File: src/rtl/gray_pkg.sv
// gray_pkg: shared definitions for the grayscale converter and its reuse in
// the halftone error-diffusion path.
//   rnd_mode_e : rounding-mode encodings
//   sum_w()    : width of the lossless R*cr + G*cg + B*cb accumulator
package gray_pkg;

   typedef enum logic [1:0] {
      RND_CEIL    = 2'b00,
      RND_TRUNC   = 2'b01,
      RND_EVEN    = 2'b10,
      RND_HALF_UP = 2'b11
   } rnd_mode_e;

   // Three products of CW x (FRAC+1) bits summed: CW+FRAC+1 bits each, +2 for the adds.
   function automatic int sum_w(input int cw, input int frac);
      return cw + frac + 3;
   endfunction

endpackage

File: src/rtl/gray_round_sat.sv
// gray_round_sat: combinational rounding and saturation of a fixed-point
// weighted sum down to a CW-bit gray value.
//   sum  in  sum_w(CW,FRAC)  unsigned sum, FRAC fraction bits
//   mode in  2               rounding mode (rnd_mode_e)
//   gray out CW              rounded value, clamped to 2^CW-1
module gray_round_sat
   import gray_pkg::*;
#(
   parameter int CW   = 8,
   parameter int FRAC = 4
) (
   input  logic [sum_w(CW, FRAC)-1:0] sum,
   input  logic [1:0]                 mode,
   output logic [CW-1:0]              gray
);

   localparam int SW = sum_w(CW, FRAC);
   localparam int IW = SW - FRAC;
   localparam logic [FRAC-1:0] HALF = FRAC'(1) << (FRAC - 1);
   localparam logic [IW:0]     ONE  = (IW + 1)'(1);
   localparam logic [IW:0]     MAXV = (IW + 1)'((1 << CW) - 1);

   logic [IW-1:0]   ipart;
   logic [FRAC-1:0] f;
   logic            up;
   logic [IW:0]     rnd;

   assign ipart = sum[SW-1:FRAC];
   assign f     = sum[FRAC-1:0];

   always_comb begin
      up = 1'b0;
      case (mode)
         RND_CEIL:  up = (f != '0);
         RND_TRUNC: up = 1'b0;
         // ties go to the even integer
         RND_EVEN:  up = (f > HALF) || ((f == HALF) && ipart[0]);
         default:   up = (f >= HALF);
      endcase
   end

   // one extra bit so ceiling of an all-ones integer part cannot wrap
   assign rnd  = {1'b0, ipart} + (up ? ONE : '0);
   assign gray = (rnd > MAXV) ? {CW{1'b1}} : rnd[CW-1:0];

endmodule

File: src/rtl/gray_convert_pipe.sv
// gray_convert_pipe: two-stage RGB-to-gray converter with programmable
// weights, four rounding modes, saturation, valid/ready flow control and
// per-frame pixel counting.
//   clk, rst_n                      clock, async active-low reset
//   in_valid/in_ready/in_pix/in_last   pixel input ({B,G,R})
//   cfg_we/cfg_mode/cfg_coef_*      settings load
//   out_valid/out_ready/out_gray/out_last  gray output
//   frame_done                      high during the handshake of the last pixel
//   pix_cnt                         output handshakes so far in this frame
module gray_convert_pipe
   import gray_pkg::*;
#(
   parameter int CW         = 8,
   parameter int FRAC       = 4,
   parameter int COEF_R_RST = 5,
   parameter int COEF_G_RST = 9,
   parameter int COEF_B_RST = 2,
   parameter int CNT_W      = 24
) (
   input  logic              clk,
   input  logic              rst_n,
   input  logic              in_valid,
   output logic              in_ready,
   input  logic [3*CW-1:0]   in_pix,
   input  logic              in_last,
   input  logic              cfg_we,
   input  logic [1:0]        cfg_mode,
   input  logic [FRAC:0]     cfg_coef_r,
   input  logic [FRAC:0]     cfg_coef_g,
   input  logic [FRAC:0]     cfg_coef_b,
   output logic              out_valid,
   input  logic              out_ready,
   output logic [CW-1:0]     out_gray,
   output logic              out_last,
   output logic              frame_done,
   output logic [CNT_W-1:0]  pix_cnt
);

   localparam int SW     = sum_w(CW, FRAC);
   localparam int STAGES = 2;

   // ---------------- settings ----------------
   logic [1:0]  mode_q;
   logic [FRAC:0] cr_q, cg_q, cb_q;

   always_ff @(posedge clk or negedge rst_n) begin
      if (!rst_n) begin
         mode_q <= RND_TRUNC;
         cr_q   <= (FRAC + 1)'(COEF_R_RST);
         cg_q   <= (FRAC + 1)'(COEF_G_RST);
         cb_q   <= (FRAC + 1)'(COEF_B_RST);
      end else if (cfg_we) begin
         mode_q <= cfg_mode;
         cr_q   <= cfg_coef_r;
         cg_q   <= cfg_coef_g;
         cb_q   <= cfg_coef_b;
      end
   end

   // ---------------- flow control ----------------
   logic [STAGES:1] vld_pipe;
   logic            s1_adv, s2_adv, out_hs;

   assign s2_adv   = !vld_pipe[2] || out_ready;
   assign s1_adv   = !vld_pipe[1] || s2_adv;
   assign in_ready = s1_adv;
   assign out_hs   = vld_pipe[2] && out_ready;

   // ---------------- stage 1: MAC ----------------
   // The sum is formed from the live settings, so a pixel is bound to the
   // settings in force at the edge that accepts it.
   logic [SW-1:0] mac, s1_sum;
   logic [1:0]    s1_mode;
   logic          s1_last;

   assign mac = SW'(in_pix[CW-1:0])      * SW'(cr_q)
              + SW'(in_pix[2*CW-1:CW])   * SW'(cg_q)
              + SW'(in_pix[3*CW-1:2*CW]) * SW'(cb_q);

   always_ff @(posedge clk or negedge rst_n) begin
      if (!rst_n) begin
         vld_pipe[1] <= 1'b0;
         s1_sum      <= '0;
         s1_mode     <= RND_TRUNC;
         s1_last     <= 1'b0;
      end else if (s1_adv) begin
         vld_pipe[1] <= in_valid;
         if (in_valid) begin
            s1_sum  <= mac;
            s1_mode <= mode_q;
            s1_last <= in_last;
         end
      end
   end

   // ---------------- stage 2: round / saturate ----------------
   logic [CW-1:0] rnd_gray;

   gray_round_sat #(.CW(CW), .FRAC(FRAC)) u_rnd (
      .sum  (s1_sum),
      .mode (s1_mode),
      .gray (rnd_gray)
   );

   always_ff @(posedge clk or negedge rst_n) begin
      if (!rst_n) begin
         vld_pipe[2] <= 1'b0;
         out_gray    <= '0;
         out_last    <= 1'b0;
      end else if (s2_adv) begin
         vld_pipe[2] <= vld_pipe[1];
         if (vld_pipe[1]) begin
            out_gray <= rnd_gray;
            out_last <= s1_last;
         end
      end
   end

   assign out_valid = vld_pipe[2];

   // ---------------- frame tracking ----------------
   assign frame_done = out_hs && out_last;

   always_ff @(posedge clk or negedge rst_n) begin
      if (!rst_n)
         pix_cnt <= '0;
      else if (out_hs)
         pix_cnt <= out_last ? '0 : pix_cnt + CNT_W'(1);
   end

endmodule

File: config.mk
export PLATFORM = sky130hd
export DESIGN_NAME = gray_convert_pipe
export DESIGN_NICKNAME = d
export VERILOG_FILES = /design/src/rtl/gray_pkg.sv /design/src/rtl/gray_round_sat.sv /design/src/rtl/gray_convert_pipe.sv
export SDC_FILE = /design/constraint.sdc
export NUM_CORES = 1
export LEC_CHECK = 0
export CORE_AREA = 2 2 127 117
export CTS_CLUSTER_DIAMETER = 80
export DETAILED_ROUTE_END_ITERATION = 6
export DIE_AREA = 0 0 129 119
export MAX_ROUTING_LAYER = met4
export PLACE_DENSITY_LB_ADDON = 0.1
export RECOVER_POWER = 50
export SKIP_LAST_GASP = 1
export SYNTH_ARGS = -nofsm -noshare
export SYNTH_HDL_FRONTEND = slang
export SYNTH_HIERARCHICAL = 1
export SYNTH_SLANG_ARGS = --single-unit
File: constraint.sdc
create_clock -name clk -period 5.1 [get_ports clk]
set_input_delay 0.51 -clock clk [delete_from_list [all_inputs] [get_ports clk]]
set_output_delay 0.51 -clock clk [all_outputs]
set_load 0.005 [all_outputs]
# After elaboration in Yosys (flattened, before gate mapping)
# Cells that the tools add are included.
# W data, S select, Z words.
# word_totals
out_inout_bits,36
ff_bits,70
wordCells,41
input_bits,47
# op_classes
n_reduce_logical,12
n_addsub,4
n_mul,3
n_mux,4
n_eq_ne,3
order_cmp,3
# op_table
cell,count
$mul A8 B5 Y13,3
$add A24 B1 Y24 const B,1
$mux W24,1
$add A14 B13 Y15,1
$add A13 B13 Y14,1
$add A11 B12 Y12,1
$gt A12 B8 Y1 const B,1
$mux W8,1
$eq A4 B4 Y1 const B,1
$ge A4 B4 Y1 const B,1
$gt A4 B4 Y1 const B,1
$reduce_and A2 Y1,2
$reduce_bool A4 Y1,1
$logic_and A1 B1 Y1,3
$logic_or A1 B1 Y1,3
$pmux W1 S3,1
$eq A2 B1 Y1 const B,1
$eq A2 B2 Y1 const B,1
$logic_not A1 Y1,2
$logic_not A2 Y1,1
$mux W1,1

# Longest topological paths before layout
# depth
depth_word,8
mapped_depth,20
ltp_nobuf,20

# Modules after synthesis
# Netlist, hierarchy kept.
# by_module_without_submodules
module,cells_each,area_per_inst_um2,n_inst
gray_convert_pipe,695,6865.3,1
gray_round_sat,41,294.0,1

# Worst setup path after synthesis
# Ideal clock, no wire load.
# synth_timing
path_kind,flip-flop to flip-flop
from,reg cb_q[1]
to,reg s1_sum[11]
required_time_ns,4.974
path_stages_with_launch,20
slack_ns,-0.505
setup_ns,0.126
arrival_ns,5.479
path_cell_list,dfstp_2 > clkbuf_1 > nand2_1 > fa_1 > fa_1 > fa_1 > inv_1 > fa_1 > inv_1 > fa_1 > inv_1 > fa_1 > ha_1 > inv_1 > fa_1 > nand2b_1 > a21o_1 > and2_1 > o2111a_1 > a221o_1
# synth_via
elab_chain_len,2
# synth_rtl
element,line,text
from (decl),gray_convert_pipe.sv:44,"logic [FRAC:0] cr_q, cg_q, cb_q;"
from (signal assigned),gray_convert_pipe.sv:51,cb_q <= (FRAC + 1)'(COEF_B_RST);
from (signal assigned),gray_convert_pipe.sv:56,cb_q <= cfg_coef_b;
$mul A8 B5 Y13,gray_convert_pipe.sv:78,+ SW'(in_pix[3*CW-1:2*CW]) * SW'(cb_q);
$add A14 B13 Y15,gray_convert_pipe.sv:78,
to (signal assigned),gray_convert_pipe.sv:89,s1_sum <= mac;
to (decl),gray_convert_pipe.sv:72,"logic [SW-1:0] mac, s1_sum;"
# Every way passes these cells.
# A chain may end at the register's enable or synchronous reset.

# Worst setup path in the final report
# layout_timing
from,reg cb_q[1]
to,reg s1_sum[12]
# Same word-level chain as after synthesis.

==> impl_metrics.env <==
export IMPL_final_core_util=0.6377
export IMPL_cts_buffers=9
export IMPL_start_util=0.5027
export IMPL_synth_nets=928
export IMPL_rr_worst_depth=17
export IMPL_r2r_end="s1_sum[12]"
export IMPL_clkSlewWorstSetupHoldPaths_ns=0.06
export IMPL_max_cap_violations=1
export IMPL_setup_ws_ns=-0.2249
export IMPL_hold_path_end="s1_mode[0]"
export IMPL_gr_total_overflow=0
export IMPL_cp_common_cell="fa_1"
export IMPL_min_path_cells=2
export IMPL_antennaDiodeCount=0
export IMPL_vias=5428
export IMPL_antenna_left=0
export IMPL_io_pins=83
export IMPL_cts_root_buf="clkbuf_16"
export IMPL_cts_num_sinks=70
export IMPL_ys_dominant_reg_cell="dfrtp_1"
export IMPL_gp_congestion=0.8413
export IMPL_setup_violations=7
export IMPL_cp_slowest_stage_delay_ns=0.58
export IMPL_post_place_cells=1047
export IMPL_grt_pass1_wl_um=27010
export IMPL_grt_usage=0.2277
export IMPL_maxSlewViolCount=71
export IMPL_via_per_inst=5.045
export IMPL_syn_inst=736
export IMPL_stdcell_count=1076
export IMPL_fin_crit_ns=5.325
export IMPL_final_cell_mix="inv_1 (118), fa_1 (93), nand2_1 (89)"
export IMPL_yosysSeqAreaShare=0.2459
export IMPL_pre_cts_ws_ns=-0.9115
export IMPL_arrival_ns=5.54
export IMPL_rsz0062_at_grt="true"
export IMPL_violations="capacitance limit, slew limit, setup timing"
export IMPL_drt_iter0_markers=286
export IMPL_clk_path_buf_depth=2
export IMPL_critPathKind="flip-flop to flip-flop"
export IMPL_fmax_ghz=0.1878
export IMPL_synth_top_area_cell="fa_1"
export IMPL_outcome="finished with violations"
export IMPL_crit_chain="buf_12, nand2_1, fa_1, fa_1, inv_1, fa_1, fa_1, fa_1, inv_1, fa_1, inv_2, ha_4, a211oi_2, o21a_1, o21ai_2, nor4b_1, or3_1"
export IMPL_portBuffers=82
export IMPL_r2r_start="cb_q[1]"
export IMPL_first_global_vias=5738
export IMPL_grt_max_degree=71
export IMPL_finClkSkew_ns=0.009966
export IMPL_area_growth_pct=26.84
export IMPL_hp_class="flip-flop to flip-flop"
export IMPL_antenna_found_initial=0
export IMPL_startpoint="cb_q[1]"
export IMPL_drt_pass1_iter_count=4
export IMPL_synth_area_top_cells="fa_1 (27%), dfrtp_1 (22%), ha_1 (8.7%)"
export IMPL_rows=42
export IMPL_cp_buffers_inverters=4
export IMPL_endpoint_kind="flip-flop"
export IMPL_die_h_um=119
export IMPL_cts_tree="yes"
export IMPL_synth_edf_count=0
export IMPL_dp_hpwl_um=12380
export IMPL_die_w_um=129
export IMPL_cts_hold_fix_buffers=0
export IMPL_drcViolationCount=0
export IMPL_async_reset_ff_frac=1.000
export IMPL_cts_max_level=3
export IMPL_clock_latency_ns=0.34
export IMPL_period_share=1.044
export IMPL_required_ns=5.32
export IMPL_ys_types=46
export IMPL_slew_headroom=-1.550
export IMPL_coreArea_um2=14240
export IMPL_worst_hold_slack_ns=0.4554
export IMPL_drive_gt1_frac=0.1788
export IMPL_worstHoldStart="mode_q[0]"
export IMPL_layout_cells_most_common="inv_1"
export IMPL_tightestPinTransition_ns=3.825
export IMPL_synth_seq_cells=70
export IMPL_post_drt_wl_per_cell_um=14.26
export IMPL_finalHoldViolCount=0
export IMPL_synth_area_per_cell_um2=9.727
export IMPL_cp_slowest_cell="dfstp_2"
export IMPL_routed_wl_um=15350
export IMPL_yosysWarningCount=6
export IMPL_cp_max_fo=4
export IMPL_start_kind="flip-flop"
export IMPL_cp_top_family="adder cells"
export IMPL_die_area_um2=15350
export IMPL_netlist_area_um2=7159
export IMPL_final_nets=1065
export IMPL_synth_top_area_share=0.2656
export IMPL_r2r_setup_slack_ns=-0.22
## Yosys cell counts (3+ instances only)
library cell / instances
a21oi_1: 14
nor4_1: 6
nor2_1: 28
nand4_1: 7
a21o_1: 4
xnor2_1: 16
o211ai_1: 3
dfstp_2: 7
nand3b_1: 3
inv_1: 127
dfrtp_1: 63
o21ai_0: 22
ha_1: 50
clkbuf_1: 12
and4_1: 3
xor2_1: 13
nand2b_1: 7
nand3_1: 14
nor3_1: 5
fa_1: 95
or3_1: 5
and2_1: 86
nand2_1: 93
mux2_2: 27
## metrics by stage
step / cell area, um2 / TNS [ns]
finish: 9081 / -0.9583
global route: 9081 / -2.602
floorplan: 7226 / -0.3506
detailed placement: 8564 / -7.083
global placement: 8564 / -6.457
CTS: 9012 / -1.692
## metal layers
metal | vias up | GRT usage | part of all wire
met2 | 92 | 0.3677 | 0.49
met3 | 12 | 0.02920 | 0.033
met1 | 2728 | 0.3125 | 0.47
li1 | 2596 | - | -
met4 | 0 | 0.04688 | 0.0088
met5 | - | - | 0
## repair_timing
action                                  4_1_cts  5_1_grt
endpoints found under the setup margin        9       10
gates resized for setup                      52       14
setup buffers                                10        4
pin swaps                                    46       27
endpoints found under the hold margin         0        0
## worst register-to-register path, stage by stage (launching register included)
cell      delay [ns]
dfstp_2         0.58
buf_12          0.12
nand2_1         0.06
fa_1            0.47
fa_1            0.49
inv_1           0.06
fa_1            0.57
fa_1            0.43
fa_1            0.50
inv_1           0.05
fa_1            0.55
inv_2           0.06
ha_4            0.21
a211oi_2        0.21
o21a_1          0.20
o21ai_2         0.10
nor4b_1         0.14
or3_1           0.39
## layout make-up
| class | instances | area (um2) |
|---|---|---|
| sequential | 70 | 1764 |
| tap | 198 | 247.7 |
| clock buffer | 10 | 229.0 |
| timing repair buffer | 141 | 1260 |
| fill | 1190 | 5160 |
| inverter | 127 | 476.7 |
| clock inverter | 6 | 71.32 |
| multi-input combinational | 524 | 5032 |
## how the worst max path moves through the flow
| stage | depth (start not counted) | to |
|---|---|---|
| finish | 17 | s1_sum[12] |
| floorplan | 19 | s1_sum[11] |
| global placement | 18 | s1_sum[12] |
| CTS | 18 | s1_sum[11] |
| global route | 19 | s1_sum[12] |
| detailed placement | 18 | s1_sum[12] |
## cell families after synthesis
| family | synth area share |
|---|---|
| fa+ha+maj | 0.3530 |
| xor+xnor | 0.03548 |
| buf+inv | 0.07497 |
| flops | 0.2459 |
| compound gates | 0.04631 |
| mux | 0.04579 |
| simple gates | 0.1985 |
## state kept, by name (all words and copies together) (netlist names), 2 cells and up
register / cells
out_gray: 8
cr_q: 5
s1_mode: 2
cg_q: 5
mode_q: 2
cb_q: 5
s1_sum: 15
pix_cnt: 24
Power is not shown: default switching activity piles up to over one toggle a cycle in this logic, so the estimate is an artifact.
